$ cat src/rtl/scan_chain_ctrl_if.sv
// ----------------------------------------------------------------------------
// scan_chain_ctrl_if
// Bundles the test-engine request/response signals and the chain pins
// for one scan_chain_ctrl instance.
//   START      : one-cycle run request from the test engine
//   PAT / EXP  : load pattern / expected response (CHAIN_LEN bits)
//   SO         : serial output of the chain's last cell
//   SE / SI    : scan enable / serial input to the chain
//   CHAIN_SETN : active-low preset to the chain cells
//   BUSY/DONE  : run status; DONE pulses for one cycle at the end of unload
//   FAIL/RESP  : sticky mismatch flag / unloaded response
//   SIG        : 16-bit MISR signature (only with SCAN_CTRL_MISR_EN)
// Modports: slave = the controller, master = the test engine / chain side.
// ----------------------------------------------------------------------------
interface scan_chain_ctrl_if #(
  parameter int unsigned CHAIN_LEN = 8
);
  logic                 START;
  logic [CHAIN_LEN-1:0] PAT;
  logic [CHAIN_LEN-1:0] EXP;
  logic                 SO;
  logic                 SE;
  logic                 SI;
  logic                 CHAIN_SETN;
  logic                 BUSY;
  logic                 DONE;
  logic                 FAIL;
  logic [CHAIN_LEN-1:0] RESP;
`ifdef SCAN_CTRL_MISR_EN
  logic [15:0]          SIG;
`endif

  modport slave (
    input  START, PAT, EXP, SO,
`ifdef SCAN_CTRL_MISR_EN
    output SIG,
`endif
    output SE, SI, CHAIN_SETN, BUSY, DONE, FAIL, RESP
  );

  modport master (
    output START, PAT, EXP, SO,
`ifdef SCAN_CTRL_MISR_EN
    input  SIG,
`endif
    input  SE, SI, CHAIN_SETN, BUSY, DONE, FAIL, RESP
  );
endinterface

$ cat src/rtl/scan_chain_ctrl.sv
// ----------------------------------------------------------------------------
// scan_chain_ctrl
// Sequencer for one mux-scan chain: presets the chain, shifts PAT in
// serially (bit 0 first), drops SE for CAP_CYCLES capture cycles, then
// unloads the response serially while comparing it with EXP.
// Ports:
//   CLK : rising-edge clock, shared with the chain
//   RN  : synchronous active-low reset
//   bus : scan_chain_ctrl_if.slave (START/PAT/EXP/SO in,
//         SE/SI/CHAIN_SETN/BUSY/DONE/FAIL/RESP[/SIG] out)
// Parameters: CHAIN_LEN (2..256), CAP_CYCLES (1..4).
// Optional macro SCAN_CTRL_MISR_EN adds a 16-bit MISR signature on bus.SIG
// (x^16+x^12+x^5+1, seed 16'hFFFF).
// All outputs are registers or decodes of the state register.
// ----------------------------------------------------------------------------
module scan_chain_ctrl #(
  parameter int unsigned CHAIN_LEN  = 8,
  parameter int unsigned CAP_CYCLES = 1
) (
  input  logic                 CLK,
  input  logic                 RN,
  scan_chain_ctrl_if.slave     bus
);

  localparam int unsigned CNT_W = (CHAIN_LEN > 1) ? $clog2(CHAIN_LEN) : 1;
  localparam logic [CNT_W-1:0] CNT_LAST = CNT_W'(CHAIN_LEN - 1);
  localparam logic [1:0]       CAP_LAST = 2'(CAP_CYCLES - 1);

  localparam logic [2:0] S_IDLE    = 3'd0;
  localparam logic [2:0] S_PRESET  = 3'd1;
  localparam logic [2:0] S_SHIFT   = 3'd2;
  localparam logic [2:0] S_CAPTURE = 3'd3;
  localparam logic [2:0] S_UNLOAD  = 3'd4;
  localparam logic [2:0] S_DONE    = 3'd5;

  logic [2:0]           r_state;
  logic [CNT_W-1:0]     r_cnt;
  logic [1:0]           r_cap_cnt;
  logic [CHAIN_LEN-1:0] r_pat;
  logic [CHAIN_LEN-1:0] r_exp;
  logic [CHAIN_LEN-1:0] r_resp;
  logic                 r_fail;
  // Low through reset, high from the first cycle after release; keeps
  // CHAIN_SETN registered instead of following RN combinationally.
  logic                 r_setn_ok;

`ifdef SCAN_CTRL_MISR_EN
  logic [15:0] r_sig;
  logic [15:0] w_sig_in;
  logic [15:0] w_sig_next;

  // SO folds into bit 0 first, then a left shift with feedback from bit 15.
  always_comb begin
    w_sig_in   = {r_sig[15:1], r_sig[0] ^ bus.SO};
    w_sig_next = {w_sig_in[14:0], 1'b0} ^ ({16{w_sig_in[15]}} & 16'h1021);
  end

  assign bus.SIG = r_sig;
`else
  // No signature register in this build.
`endif

  always_ff @(posedge CLK) begin
    if (!RN) begin
      r_state   <= S_IDLE;
      r_cnt     <= '0;
      r_cap_cnt <= '0;
      r_pat     <= '0;
      r_exp     <= '0;
      r_resp    <= '0;
      r_fail    <= 1'b0;
      r_setn_ok <= 1'b0;
`ifdef SCAN_CTRL_MISR_EN
      r_sig     <= 16'hFFFF;
`endif
    end else begin
      r_setn_ok <= 1'b1;
      case (r_state)
        S_IDLE: begin
          if (bus.START) begin
            r_pat   <= bus.PAT;
            r_exp   <= bus.EXP;
            r_fail  <= 1'b0;
            r_resp  <= '0;
            r_cnt   <= '0;
            r_state <= S_PRESET;
`ifdef SCAN_CTRL_MISR_EN
            r_sig   <= 16'hFFFF;
`endif
          end
        end
        S_PRESET: begin
          r_cnt   <= '0;
          r_state <= S_SHIFT;
        end
        S_SHIFT: begin
          if (r_cnt == CNT_LAST) begin
            r_cnt     <= '0;
            r_cap_cnt <= '0;
            r_state   <= S_CAPTURE;
          end else begin
            r_cnt <= r_cnt + CNT_W'(1);
          end
        end
        S_CAPTURE: begin
          if (r_cap_cnt == CAP_LAST) begin
            r_cnt     <= '0;
            r_cap_cnt <= '0;
            r_state   <= S_UNLOAD;
          end else begin
            r_cap_cnt <= r_cap_cnt + 2'd1;
          end
        end
        S_UNLOAD: begin
          r_resp[r_cnt] <= bus.SO;
          if (bus.SO != r_exp[r_cnt]) begin
            r_fail <= 1'b1;
          end
`ifdef SCAN_CTRL_MISR_EN
          r_sig <= w_sig_next;
`endif
          if (r_cnt == CNT_LAST) begin
            r_cnt   <= '0;
            r_state <= S_DONE;
          end else begin
            r_cnt <= r_cnt + CNT_W'(1);
          end
        end
        S_DONE: begin
          r_state <= S_IDLE;
        end
        default: begin
          r_state <= S_IDLE;
        end
      endcase
    end
  end

  assign bus.SE         = (r_state == S_SHIFT) || (r_state == S_UNLOAD);
  assign bus.SI         = (r_state == S_SHIFT) && r_pat[r_cnt];
  assign bus.CHAIN_SETN = r_setn_ok && (r_state != S_PRESET);
  assign bus.BUSY       = (r_state != S_IDLE);
  assign bus.DONE       = (r_state == S_DONE);
  assign bus.FAIL       = r_fail;
  assign bus.RESP       = r_resp;

endmodule

$ cat src/flat_wrapper.sv
// flat-port wrapper written by rule: the top's interface ports become plain ports
module scan_chain_ctrl_flat 
#(
  parameter int unsigned CHAIN_LEN  = 8,
  parameter int unsigned CAP_CYCLES = 1
)
  (CLK, RN, bus_START, bus_PAT, bus_EXP, bus_SO, bus_SE, bus_SI, bus_CHAIN_SETN, bus_BUSY, bus_DONE, bus_FAIL, bus_RESP);
  scan_chain_ctrl_if #(.CHAIN_LEN(CHAIN_LEN)) bus_i ();
  input  logic CLK;
  input  logic RN;
  input wire logic [$bits(bus_i.START)-1:0] bus_START;
  input wire logic [$bits(bus_i.PAT)-1:0] bus_PAT;
  input wire logic [$bits(bus_i.EXP)-1:0] bus_EXP;
  input wire logic [$bits(bus_i.SO)-1:0] bus_SO;
  output wire logic [$bits(bus_i.SE)-1:0] bus_SE;
  output wire logic [$bits(bus_i.SI)-1:0] bus_SI;
  output wire logic [$bits(bus_i.CHAIN_SETN)-1:0] bus_CHAIN_SETN;
  output wire logic [$bits(bus_i.BUSY)-1:0] bus_BUSY;
  output wire logic [$bits(bus_i.DONE)-1:0] bus_DONE;
  output wire logic [$bits(bus_i.FAIL)-1:0] bus_FAIL;
  output wire logic [$bits(bus_i.RESP)-1:0] bus_RESP;
  assign bus_i.START = bus_START;
  assign bus_i.PAT = bus_PAT;
  assign bus_i.EXP = bus_EXP;
  assign bus_i.SO = bus_SO;
  assign bus_SE = bus_i.SE;
  assign bus_SI = bus_i.SI;
  assign bus_CHAIN_SETN = bus_i.CHAIN_SETN;
  assign bus_BUSY = bus_i.BUSY;
  assign bus_DONE = bus_i.DONE;
  assign bus_FAIL = bus_i.FAIL;
  assign bus_RESP = bus_i.RESP;
  scan_chain_ctrl #(.CHAIN_LEN(CHAIN_LEN), .CAP_CYCLES(CAP_CYCLES)) u_core (.CLK(CLK), .RN(RN), .bus(bus_i));
endmodule
$ cat config.mk
export PLATFORM = sky130hd
export DESIGN_NAME = scan_chain_ctrl_flat
export DESIGN_NICKNAME = d
export VERILOG_FILES = /design/src/rtl/scan_chain_ctrl_if.sv /design/src/rtl/scan_chain_ctrl.sv /design/src/flat_wrapper.sv
export SDC_FILE = /design/constraint.sdc
export NUM_CORES = 1
export LEC_CHECK = 0
export ABC_AREA = 1
export ABC_CLOCK_PERIOD_IN_PS = 2350
export BUFFER_PORTS_ARGS = -buffer_cell sky130_fd_sc_hd__buf_2
export CORE_UTILIZATION = 35
export CTS_CLUSTER_SIZE = 24
export DETAILED_ROUTE_END_ITERATION = 7
export PLACE_DENSITY = 0.57
export SYNTH_ARGS = -nofsm -noshare
export SYNTH_HDL_FRONTEND = slang
export SYNTH_SLANG_ARGS = --single-unit
export TNS_END_PERCENT = 50
$ cat constraint.sdc
create_clock -name CLK -period 2.35 [get_ports CLK]
set_input_delay 0.3525 -clock CLK [delete_from_list [all_inputs] [get_ports CLK]]
set_output_delay 0.3525 -clock CLK [all_outputs]
set_load 0.005 [all_outputs]
==> flow_summary.yaml, run 1 <==
detailed_routing:
  drt-initial-drc-count: 66
  dr.pass1.iters: 6
  ant_nets: 0
  wirelength_um: 3730
  num_vias: 1536
  drt_drc_violations_left: 6
  drt-vias-per-instance: 4.82
  drt-wirelength-per-cell_um: 11.7
min_path:
  hp-start: "bus_PAT[2]"
  timing.hold.worst.class: "primary input to flop"
timing:
  tightest_slew_ps: 755
  fin_hold_ws_ps: 314
  slew_headroom_pct: 49.6
  postLayoutSetupSlackWorst_ps: 372
  drv_slew: 0
  maxClockFrequency_mhz: 506
  grt_setup_unrepaired: "false"
  post-route-period-util_pct: 84.2
  final-setup-viol-count: 0
  period_needed_ps: 1980
  setup_tns_ps: 0
  finalHoldViolCount: 0
  fin_skew_ps: 5.08
clock_network:
  cts_htree_levels: 2
  cts-root-buf: "clkbuf_8"
  postCtsSetupBuffers: 0
  number_of_buffers_added_by_the_clock_tree_synthesis_step: 5
  cts.clk_slew.worst_paths_ps: 70
  cts_sinks: 34
  tritoncts: "built"
  worstSkewPairLatency_ps: 280
  cts.path.max_buffers: 2
die:
  die_y_um: 71.4
  row_count: 24
  num_io_pins: 34
  core_area_mm2: 0.00450
  die-area_mm2: 0.00510
  dieWidth_um: 71.4
  initial_utilization_pct: 37.4
synthesis:
  asyncSetResetFlopFracSynth_pct: 0
  count_leader_synth: "nand2_1"
  syn_nets: 257
  synth.yosys.warnings: 0
  yosys.area.top_type: "dfxtp_1"
  post_synth_and_or_nand_nor_area_fraction_pct: 29.4
  yosys-mux-area-fraction_pct: 0
  synth.avg_cell_area_um2: 7.23
  post_synthesis_share_of_cell_area_spent_on_full_adders_half_adders_and_majority_gates_pct: 2.97
  postSynthRegisterBits: 34
  netlist-cell-type-count: 29
  ys_seq_area_share_pct: 40.4
  synth_compound_gate_area_share_pct: 17.9
  synth_edf_count: 0
  netlist_area_mm2: 0.00169
  post_synth_xor_area_fraction_pct: 0
  synth_top_cells_by_area: "dfxtp_1, nand2_1, a21oi_1"
  instance_count_of_the_mapped_netlist: 233
  ys.flop_type: "dfxtp_1"
  ys_top_cells_by_count: "nand2_1, dfxtp_1, nor2_1"
  main_combinational_cell_family_by_area_after_synthesis: "simple AND/OR/NAND/NOR gates"
  synthDominantCellAreaShare_pct: 40.4
pwr:
  total_power_consumption_of_the_routed_design_mw: 1.92
  ir_worst_vdd_uv: 340
  p_leak_nw: 0.902
  power_density_mw_per_mm2: 970
layout:
  finish.utilization_pct: 43.8
  layout-area-overhead-vs-synth_pct: 17.1
  layout-drive-gt1-share_pct: 25.1
  post-route-cell-area_mm2: 0.00197
  final-instance-count-excl-fill: 319
  layout.nets: 290
  n_antenna_cell: 0
place:
  placedInstanceArea_mm2: 0.00188
  placedCellCount: 311
  dp_hpwl_um: 2730
  pre_cts_ws_ps: 466
  globalplace.congestion: 0.814
  port_buffers: 33
global_routing:
  antenna_found_initial: 0
  grt_pass1_vias: 1459
  grt_pass1_wl_um: 6530
  grt_start_max_net_pins: 35
  grt.total_usage_pct: 16.2
  globalRoute.totalOverflow: 0
critical_path:
  crit_path_start: "u_core.r_cnt[0]$_SDFFE_PN0P_"
  worst_r2r_startpoint: "u_core.r_state[1]$_SDFFE_PN0P_"
  setup.worst_path.end_class: "output pin"
  setup.reg_to_reg.worst_slack_ps: 830
  critPathMaxFanout: 13
  worstPathArrival_ps: 1630
  startpoint_type_of_the_worst_setup_path: "flop"
  timing_worst_setup_path_type: "flop to output pin"
  worstPathRequired_ps: 2000
outcome:
  status: "finished, violations left"
  failing_checks: "design-rule violations"
run:
  max_cap_violations: 0
-- final timing paths --
path,end,cells after the start
setup / recovery,bus_SI,7
hold reg to reg,u_core.bus.FAIL$_SDFFE_PN0P_,2
setup reg to reg,u_core.bus.RESP[7]$_SDFFE_PN0P_,8
hold / removal,u_core.r_pat[2]$_SDFFE_PN0P_,3
-- cells by family after synthesis --
group                      after synthesis
and+or+nand+nor                        107
AOI/OAI and AO/OA                       49
buffers and inverters                   39
DFF                                     34
adders and majority gates                4
-- per-layer routing --
metal | vias to the layer above | wire [um] | GRT usage (%)
met4 | 0 | 26 | 4.67
met5 | - | 0 | 0
met3 | 2 | 131 | 3.52
met2 | 26 | 1600 | 25.0
met1 | 691 | 1970 | 22.7
li1 | 817 | - | -
-- timing repair --
action / in CTS / in global routing
setup endpoints to repair: 0 / 1
gates resized for setup: 0 / 1
hold endpoints to repair: 0 / 0
hold buffers: 0 / 0
-- sequential cells by signal, indices dropped and copies added (netlist names) --
signal,count
u_core.bus.FAIL,1
u_core.bus.RESP,8
u_core.r_cap_cnt,2
u_core.r_cnt,3
u_core.r_exp,8
u_core.r_pat,8
u_core.r_setn_ok,1
u_core.r_state,3
-- report_power, final --
part | leakage, nW | total, mW | internal, mW | switching (mW)
Combinational | 0.575 | 0.698 | 0.238 | 0.460
Sequential | 0.279 | 0.783 | 0.693 | 0.0903
Clock | 0.0482 | 0.435 | 0.236 | 0.199
Total | 0.902 | 1.92 | 1.17 | 0.749
-- cell type report --
class                      count  area, um^2
timing repair buffer          33         165
clock inverter                 1        5.00
sequential                    34         682
tap                           52        65.1
fill                         502        2530
clock buffer                   7        86.3
multi-input combinational    160         847
inverter                      32         124
-- critical path, cell delays in order, from the launching register on --
cell and delay, ps:
dfxtp_2 470, inv_1 190, nor2_1 210, nand2_1 80, nand3_1 80, nor2_1 40, a21oi_1 150, buf_2 130
-- placed cells by master, fill, tap and decap left out, types with 6 or more instances in the layout --
cell,instances
nand3_1,8
buf_2,33
o21ai_0,12
nand2_1,53
inv_1,26
a21oi_1,21
nand2_2,8
clkbuf_8,6
a32oi_1,7
nor2_1,28
dfxtp_1,33
Note: power is estimated with default switching activity, not from simulation.
==> inputs of run 2 (changes only) <==
Settings changed: ABC_CLOCK_PERIOD_IN_PS 2350 to 1900.
Clock period 2.35 ns to 1.9 ns, I/O delays scaled along.
==> flow_summary.yaml, run 2 (synthesis gave the netlist of run 1 again) <==
pwr:
  relative_contribution_of_combinational_cells_to_total_power_pct: 38.7
  power.internal_mw: 1.47
  p_leak_nw: 0.924
  p_sw_share_pct: 39.3
  netSwitchingPower_mw: 0.952
  seq_power_share_pct: 38.7
  pwr-share-clk_pct: 22.6
  ir_worst_vdd_uv: 374
  power_density_mw_per_mm2: 1200
critical_path:
  path_cells: "nor2_2, inv_1, nor2_1, nand2_1, nand2_1, nor2_1, a21oi_1, buf_2"
  timing_worst_setup_path_type: "flop to output pin"
  setup.reg_to_reg.worst_slack_ps: 430
  setup.worst_path.end_class: "output pin"
  timing.critical_path.slowest_stage_cell: "dfxtp_2"
  path_length_in_cells_of_the_critical_path: 8
  startpoint_type_of_the_worst_setup_path: "flop"
  worst_r2r_path_depth: 8
  critPathMaxFanout: 7
  timing.critical_path.max_delay_family: "simple AND/OR/NAND/NOR gates"
  worstPathArrival_ps: 1460
  cp_slowest_stage_delay_ps: 360
  cp.buffers_inverters: 2
  worstPathRequired_ps: 1620
clock_network:
  cts.clk_slew.worst_paths_ps: 70
  cts_sinks: 34
  cts_htree_levels: 2
  cts-hold-fix-buffers: 0
  tritoncts: "built"
  cts.path.max_buffers: 2
  number_of_buffers_added_by_the_clock_tree_synthesis_step: 5
  cts-root-buf: "clkbuf_8"
  worstSkewPairLatency_ps: 280
die:
  die-area_mm2: 0.00510
  dieWidth_um: 71.4
  core_area_mm2: 0.00450
  die_y_um: 71.4
  num_io_pins: 34
  row_count: 24
  initial_utilization_pct: 37.4
detailed_routing:
  ant_nets: 0
  wirelength_um: 3760
  drt_drc_violations_left: 6
  drt-vias-per-instance: 4.70
  drt-wirelength-per-cell_um: 11.6
  num_vias: 1518
  dr.pass1.iters: 6
  drt-initial-drc-count: 117
timing:
  maxClockFrequency_mhz: 572
  period_needed_ps: 1750
  setup_tns_ps: 0
  finalHoldViolCount: 0
  fin_skew_ps: 3.51
  grt_setup_unrepaired: "false"
  post-route-period-util_pct: 92.0
  tightest_slew_ps: 350
  slew_headroom_pct: 76.6
  final-setup-viol-count: 0
  drv_slew: 0
layout:
  n_antenna_cell: 0
  finish.utilization_pct: 44.8
  layout.nets: 294
  layout-area-overhead-vs-synth_pct: 19.6
  ff_latch_area_um2: 683
  layout_common_cells: "nand2_1, buf_2, dfxtp_1"
  layout.filler_cells: 484
  layout-drive-gt1-share_pct: 28.4
  multi_input_comb_area_um2: 857
  mostFrequentLayoutCell: "nand2_1"
outcome:
  failing_checks: "design-rule violations"
  status: "finished, violations left"
global_routing:
  grt.total_usage_pct: 16.4
  globalRoute.totalOverflow: 0
  grt_pass1_vias: 1385
  grt_start_max_net_pins: 35
  antenna_found_initial: 0
  grt_pass1_wl_um: 6420
min_path:
  timing.hold.worst.class: "primary input to flop"
  hold_depth: 3
run:
  max_cap_violations: 0
place:
  globalplace.congestion: 0.825
  port_buffers: 33
  dp_hpwl_um: 2740
==> run 2: path summary, 6_finish.rpt <==
kind                                        from                         endpoint
setup / recovery    u_core.r_cnt[2]$_SDFFE_PN0P_                           bus_SI
hold / removal                        bus_PAT[2]     u_core.r_pat[2]$_SDFFE_PN0P_
setup reg to reg  u_core.r_state[1]$_SDFFE_PN0P_  u_core.bus.RESP[7]$_SDFFE_PN0P_
hold reg to reg     u_core.bus.FAIL$_SDFFE_PN0P_     u_core.bus.FAIL$_SDFFE_PN0P_
==> run 2: through the flow <==
step	instances	power [mW]	area, um^2	hold WS [ps]	setup slack (ps)
finish	323	2.42	2020	243	153
global route	323	2.64	2020	241	3.48
CTS	323	2.45	2000	234	14.8
detailed placement	315	1.89	1910	441	373
global placement	315	1.88	1910	432	378
floorplan	233	1.65	1690	313	629
==> run 2: layout make-up <==
cell class	count	area share (%)
inverter	32	6.15
clock inverter	1	0.248
clock buffer	7	4.28
tap	52	3.23
multi-input combinational	160	42.5
sequential	34	33.9
timing repair buffer	37	9.68
==> run 2: tightest hold or removal path: cells and delay by family <==
family          cells  cell delay (ps)
buf+inv             1               90
compound gates      1               50
simple gates        1               50
==> run 2: layer usage <==
metal | wire length (um) | track usage, %
met1 | 1960 | 22.8
met2 | 1600 | 24.1
met3 | 163 | 4.64
met4 | 34 | 6.00
met5 | 0 | 0
==> run 2: power by group through the flow <==
stage	clock, mW	sequential [mW]	combinational (mW)
2_1_floorplan	0	0.941	0.709
3_3_place_gp	0	0.951	0.932
3_5_place_dp	0	0.952	0.936
4_1_cts	0.568	0.937	0.941
5_1_grt	0.601	0.955	1.09
6_report	0.547	0.939	0.938
==> run 2: repair_timing <==
item                                    CTS  global route
buffers inserted                          0             0
endpoints found under the setup margin    0             1
resized for setup                         0             7
